===== src/rtl/uart_tx_burst.sv =====
// uart_tx_burst
// Serialises a burst of up to MAX_BYTES bytes onto a single UART line.
// A burst is requested with tx_sig. The bytes are sent highest latched
// index first, each byte LSB first. Frames follow each other with no idle
// gap between them.
//
// Ports
//   clk        : single clock
//   rst_n      : asynchronous active-low reset
//   tx_sig     : burst start request, sampled at posedge clk
//   tx_data    : MAX_BYTES bytes; byte k sits at bits [8k+7:8k]
//   len        : number of bytes in the burst (clamped to MAX_BYTES)
//   tx_pin_out : serial line, idle high, driven straight from a flop
//   busy       : high while a burst is in progress
//   done       : one-cycle pulse on the edge that ends the burst
//   bytes_left : count of bytes not yet completely sent
module uart_tx_burst #(
  parameter int CLK_DIV   = 434,
  parameter int DATA_BITS = 8,
  parameter int PARITY    = 0,
  parameter int STOP_BITS = 1,
  parameter int MAX_BYTES = 16
) (
  input  logic                               clk,
  input  logic                               rst_n,
  input  logic                               tx_sig,
  input  logic [8*MAX_BYTES-1:0]             tx_data,
  input  logic [$clog2(MAX_BYTES+1)-1:0]     len,
  output logic                               tx_pin_out,
  output logic                               busy,
  output logic                               done,
  output logic [$clog2(MAX_BYTES+1)-1:0]     bytes_left
);

  localparam int LW = $clog2(MAX_BYTES + 1);
  localparam int BW = $clog2(CLK_DIV);

  typedef enum logic [2:0] {IDLE, START, DATA, PAR, STOP} state_t;

  state_t                 state_reg;
  logic [BW-1:0]          baud_cnt_reg;
  logic [2:0]             bit_cnt_reg;
  logic [8*MAX_BYTES-1:0] data_reg;
  logic [7:0]             shift_reg;
  logic                   par_reg;

  logic [LW-1:0] len_clamp;
  logic [LW-1:0] first_idx;
  logic [LW-1:0] next_idx;
  logic [7:0]    first_byte;
  logic [7:0]    next_byte;
  logic          bit_end;
  logic          par_bit;

  assign len_clamp  = (len > LW'(MAX_BYTES)) ? LW'(MAX_BYTES) : len;
  assign first_idx  = len_clamp - LW'(1);
  // Only used when at least two bytes remain, so the index is always valid then.
  assign next_idx   = bytes_left - LW'(2);
  assign first_byte = tx_data[8*int'(first_idx) +: 8];
  assign next_byte  = data_reg[8*int'(next_idx) +: 8];
  assign bit_end    = (baud_cnt_reg == BW'(CLK_DIV - 1));
  // par_reg holds the XOR of every data bit already put on the line.
  assign par_bit    = (PARITY == 1) ? ~par_reg : par_reg;

  always_ff @(posedge clk or negedge rst_n) begin
    if (!rst_n) begin
      state_reg    <= IDLE;
      baud_cnt_reg <= '0;
      bit_cnt_reg  <= '0;
      data_reg     <= '0;
      shift_reg    <= '0;
      par_reg      <= 1'b0;
      tx_pin_out   <= 1'b1;
      busy         <= 1'b0;
      done         <= 1'b0;
      bytes_left   <= '0;
    end else begin
      done <= 1'b0;
      // The baud counter runs only during a burst and wraps at every bit boundary.
      if (state_reg != IDLE) begin
        baud_cnt_reg <= bit_end ? '0 : baud_cnt_reg + BW'(1);
      end

      case (state_reg)
        IDLE: begin
          if (tx_sig && (len != '0)) begin
            data_reg     <= tx_data;
            bytes_left   <= len_clamp;
            shift_reg    <= first_byte;
            busy         <= 1'b1;
            tx_pin_out   <= 1'b0;
            baud_cnt_reg <= '0;
            bit_cnt_reg  <= '0;
            state_reg    <= START;
          end
        end

        START: begin
          if (bit_end) begin
            tx_pin_out  <= shift_reg[0];
            par_reg     <= shift_reg[0];
            shift_reg   <= {1'b0, shift_reg[7:1]};
            bit_cnt_reg <= '0;
            state_reg   <= DATA;
          end
        end

        DATA: begin
          if (bit_end) begin
            if (bit_cnt_reg == 3'(DATA_BITS - 1)) begin
              bit_cnt_reg <= '0;
              if (PARITY != 0) begin
                tx_pin_out <= par_bit;
                state_reg  <= PAR;
              end else begin
                tx_pin_out <= 1'b1;
                state_reg  <= STOP;
              end
            end else begin
              bit_cnt_reg <= bit_cnt_reg + 3'd1;
              tx_pin_out  <= shift_reg[0];
              par_reg     <= par_reg ^ shift_reg[0];
              shift_reg   <= {1'b0, shift_reg[7:1]};
            end
          end
        end

        PAR: begin
          if (bit_end) begin
            tx_pin_out  <= 1'b1;
            bit_cnt_reg <= '0;
            state_reg   <= STOP;
          end
        end

        STOP: begin
          if (bit_end) begin
            if (bit_cnt_reg == 3'(STOP_BITS - 1)) begin
              bit_cnt_reg <= '0;
              if (bytes_left == LW'(1)) begin
                busy       <= 1'b0;
                done       <= 1'b1;
                bytes_left <= '0;
                tx_pin_out <= 1'b1;
                state_reg  <= IDLE;
              end else begin
                // Next frame's start bit begins right away: no idle gap.
                bytes_left <= bytes_left - LW'(1);
                shift_reg  <= next_byte;
                tx_pin_out <= 1'b0;
                state_reg  <= START;
              end
            end else begin
              bit_cnt_reg <= bit_cnt_reg + 3'd1;
            end
          end
        end

        default: state_reg <= IDLE;
      endcase
    end
  end

endmodule


===== config.mk =====
export PLATFORM = sky130hd
export DESIGN_NAME = uart_tx_burst
export DESIGN_NICKNAME = d
export VERILOG_FILES = /design/src/rtl/uart_tx_burst.sv
export SDC_FILE = /design/constraint.sdc
export NUM_CORES = 1
export LEC_CHECK = 0
export ABC_AREA = 1
export BUFFER_PORTS_ARGS = -buffer_cell sky130_fd_sc_hd__buf_2
export CORE_MARGIN = 2
export CORE_UTILIZATION = 40
export DETAILED_ROUTE_END_ITERATION = 8
export GPL_TIMING_DRIVEN = 0
export PLACE_DENSITY = 0.6
export SLEW_MARGIN = 0
export SYNTH_ARGS = -nofsm -noshare
export SYNTH_HDL_FRONTEND = slang
export SYNTH_SLANG_ARGS = --single-unit

===== constraint.sdc =====
create_clock -name clk -period 4.8 [get_ports clk]
set_clock_uncertainty 0.15 [all_clocks]
set_input_delay 1.44 -clock clk [delete_from_list [all_inputs] [get_ports clk]]
set_output_delay 1.44 -clock clk [all_outputs]
set_load 0.01 [all_outputs]

==> impl_metrics.json <==
{
  "outcome": "complete, no violations",
  "clockBufferDepth": 2,
  "cellPowerDensity_nw_per_um2": 687.6,
  "regToRegEndpoint": "shift_reg[1]",
  "cts_post_setup_buffers_inserted": 0,
  "power.ir.vdd_worst_v": 0.0003859,
  "critPathBufInv": 4,
  "worst-setup-path-type": "input port to flip-flop",
  "start_util_pct": 40.62,
  "post-route-period-util_pct": 96.73,
  "core.rowCount": 56,
  "drive_gt1_share_pct": 16.01,
  "netlist_area_um2": 9477,
  "rsz0062_at_grt": "false",
  "worst_r2r_startpoint": "bytes_left[1]",
  "final-seq-area_um2": 3980,
  "finalHoldViolCount": 0,
  "crit_required_ns": 5.02,
  "synthCells": 1343,
  "worst_setup_path_end_kind": "flip-flop",
  "root_buffer": "clkbuf_16",
  "synth_fp_nets": 1489,
  "synthTopCellsByArea": "dfrtp_1 (42%), nand3_1 (20%), nand2_1 (17%)",
  "numCtsBuffers": 17,
  "ys_ff_latch": 159,
  "place_ws_ns": -0.3382,
  "fmax_ghz": 0.2154,
  "hold_path.class": "flip-flop to flip-flop",
  "syn_area_per_cell_um2": 7.056,
  "nNetsFinal": 1651,
  "clk_latency_ns": 0.45,
  "io_pins": 144,
  "grt_overflow_total": 0,
  "crit_arrival_ns": 4.86,
  "die_y_um": 157.9,
  "maxSlewHeadroom_pct": 35.82,
  "yosysTopAreaCell": "dfrtp_1",
  "dieArea_um2": 24940,
  "slowest_stage": "clkbuf_1",
  "hold_buffers": 0,
  "leakage_nw": 5.603,
  "detail-route-antenna-nets": 0,
  "finalCriticalPeriod_ns": 4.643,
  "grt_pass1_vias": 9678,
  "cap_violations": 0,
  "finalSetupViolCount": 0,
  "grt_max_degree": 94,
  "setup_ws_ns": 0.1572,
  "max_stage_delay_ns": 0.60,
  "htree_levels": 4,
  "largest_reg_flops": 128,
  "tightest_slew_ns": 0.9628,
  "yosysUniqueCellTypes": 39,
  "min_from": "data_reg[20]",
  "gp_congestion": 0.9896,
  "crit_chain": "buf_2, nor2_1, nand2_1, nand2_1, nand2_1, buf_2, buf_2, ha_1, xor2_2, clkbuf_1, nand3_1, nand3_1, nand3_1, a21oi_1",
  "grt_pass1_wl_mm": 56.01,
  "clk_pin_slew_worst_paths_ns": 0.07,
  "critPathTopFamily": "simple AND/OR/NAND/NOR gates",
  "vias": 10120,
  "min_to": "data_reg[20]",
  "cp.depth": 14,
  "crit_path_max_fanout": 10,
  "yosys_warnings": 0,
  "firstDrtPassIters": 5,
  "netlist.area_leader.share_pct": 41.72,
  "drt_iter0_drc": 1072,
  "cts_tree": "yes",
  "ys_seq_area_share_pct": 42.00,
  "multi_input_area_um2": 4760,
  "fp.dieW_um": 157.9,
  "wl_per_cell_um": 20.04,
  "start_kind": "input port",
  "cts.sinks": 159,
  "rrSetupSlack_ns": 0.89,
  "total_power_mw": 7.693,
  "antenna_found_initial": 0,
  "nFillCells": 2452,
  "diodes": 0,
  "io_buffers": 143,
  "via_per_inst": 5.508,
  "area_delta_synth_final_pct": 18.06,
  "hold_depth": 2,
  "finalMaxSlewViolations": 0,
  "core_um2": 23330,
  "track_usage_pct": 30.22,
  "dpl.hpwl_mm": 27.28,
  "ff2ff_path_depth": 11,
  "wl_mm": 36.81,
  "drcViolationCount": 0
}
report_power, final:
part           internal [mW]  switching [mW]
sequential              1.99           0.357
combinational           1.26            2.74
clock                  0.723           0.630
total                   3.97            3.72
cell families after synthesis:
logic type	count (synthesis)	synth area share, %
buffers and inverters	165	7.777
adders and majority gates	10	1.320
DFF	159	42.00
AOI/OAI and AO/OA	120	7.288
xor gates and xnor gates	4	0.4490
and+or+nand+nor	885	41.17
synth_stat cells (all sizes together):
| master | n |
|---|---|
| nand2 | 439 |
| nand3 | 386 |
| dfrtp | 158 |
| inv | 70 |
| o21ai | 54 |
| clkbuf | 49 |
| nor2 | 49 |
| buf | 44 |
| a21oi | 41 |
| ha | 10 |
| a31oi | 9 |
| o22ai | 6 |
| nor3 | 5 |
| o211ai | 4 |
| nor4 | 3 |
| o32ai | 3 |
| xor2 | 3 |
| a211oi | 2 |
| clkinv | 2 |
| nand4 | 2 |
| dfstp | 1 |
| nand3b | 1 |
| o31a | 1 |
| xnor2 | 1 |
tightest hold or removal path, stage by stage, from the launching register on:
cell and delay [ns]:
dfrtp_1 0.35, nand2_1 0.05, nand2_1 0.04
cell usage in the layout, fill, tap and decap left out, types with 9 or more instances in the layout:
cell type and instances:
nand2_1 437, nand3_1 386, buf_2 162, dfrtp_1 158, inv_1 60, clkbuf_1 48
nor2_1 43, o21ai_0 34, a21oi_1 30, o21ai_1 20, clkbuf_16 17, buf_6 11
a21oi_2 11, buf_1 10, ha_1 10, inv_2 9, a31oi_1 9
layer usage:
metal	GRT usage (%)	up-vias	part of all wire (%)
met5	0	-	0
met4	10.04	0	2.7
met3	5.886	69	8.8
met2	46.31	485	44
met1	42.82	4776	44
li1	-	4788	-
how the worst max path moves through the flow:
stage	endpoint	slack, ns	start
detailed placement	shift_reg[1]	-0.34	len[2]
finish	shift_reg[4]	0.16	len[2]
global placement	data_reg[76]	-0.58	rst_n
floorplan	shift_reg[2]	1.16	len[2]
CTS	shift_reg[1]	0.11	len[2]
global route	shift_reg[4]	0.03	len[2]
repair_timing:
| item | in CTS | in global routing |
|---|---|---|
| resized for setup | 0 | 3 |
| hold endpoints to repair | 0 | 0 |
| setup endpoints to repair | 0 | 6 |
stage by stage:
stage          area, um^2  hold WS (ns)  utilization [%]  TNS, ns  instances
6_report            11190        0.3229            47.95        0       1837
3_5_place_dp        10630        0.3086            45.55   -1.988       1806
3_3_place_gp        10590        0.3022            45.39   -91.05       1805
2_1_floorplan        9477        0.2866                -        0       1343
5_1_grt             11190        0.3381            47.95        0       1837
4_1_cts             11190        0.3249            47.96        0       1838
final cells by class:
| class | count | share of cell area, % |
|---|---|---|
| Buffer | 92 | 4.138 |
| Inverter | 72 | 2.438 |
| Clock buffer | 18 | 3.836 |
| Sequential cell | 159 | 35.57 |
| Multi-Input combinational cell | 1019 | 42.54 |
| Tap cell | 319 | 3.567 |
| Timing Repair Buffer | 144 | 6.732 |
| Clock inverter | 14 | 1.174 |
No activity file was read; power rests on OpenSTA's default activity.
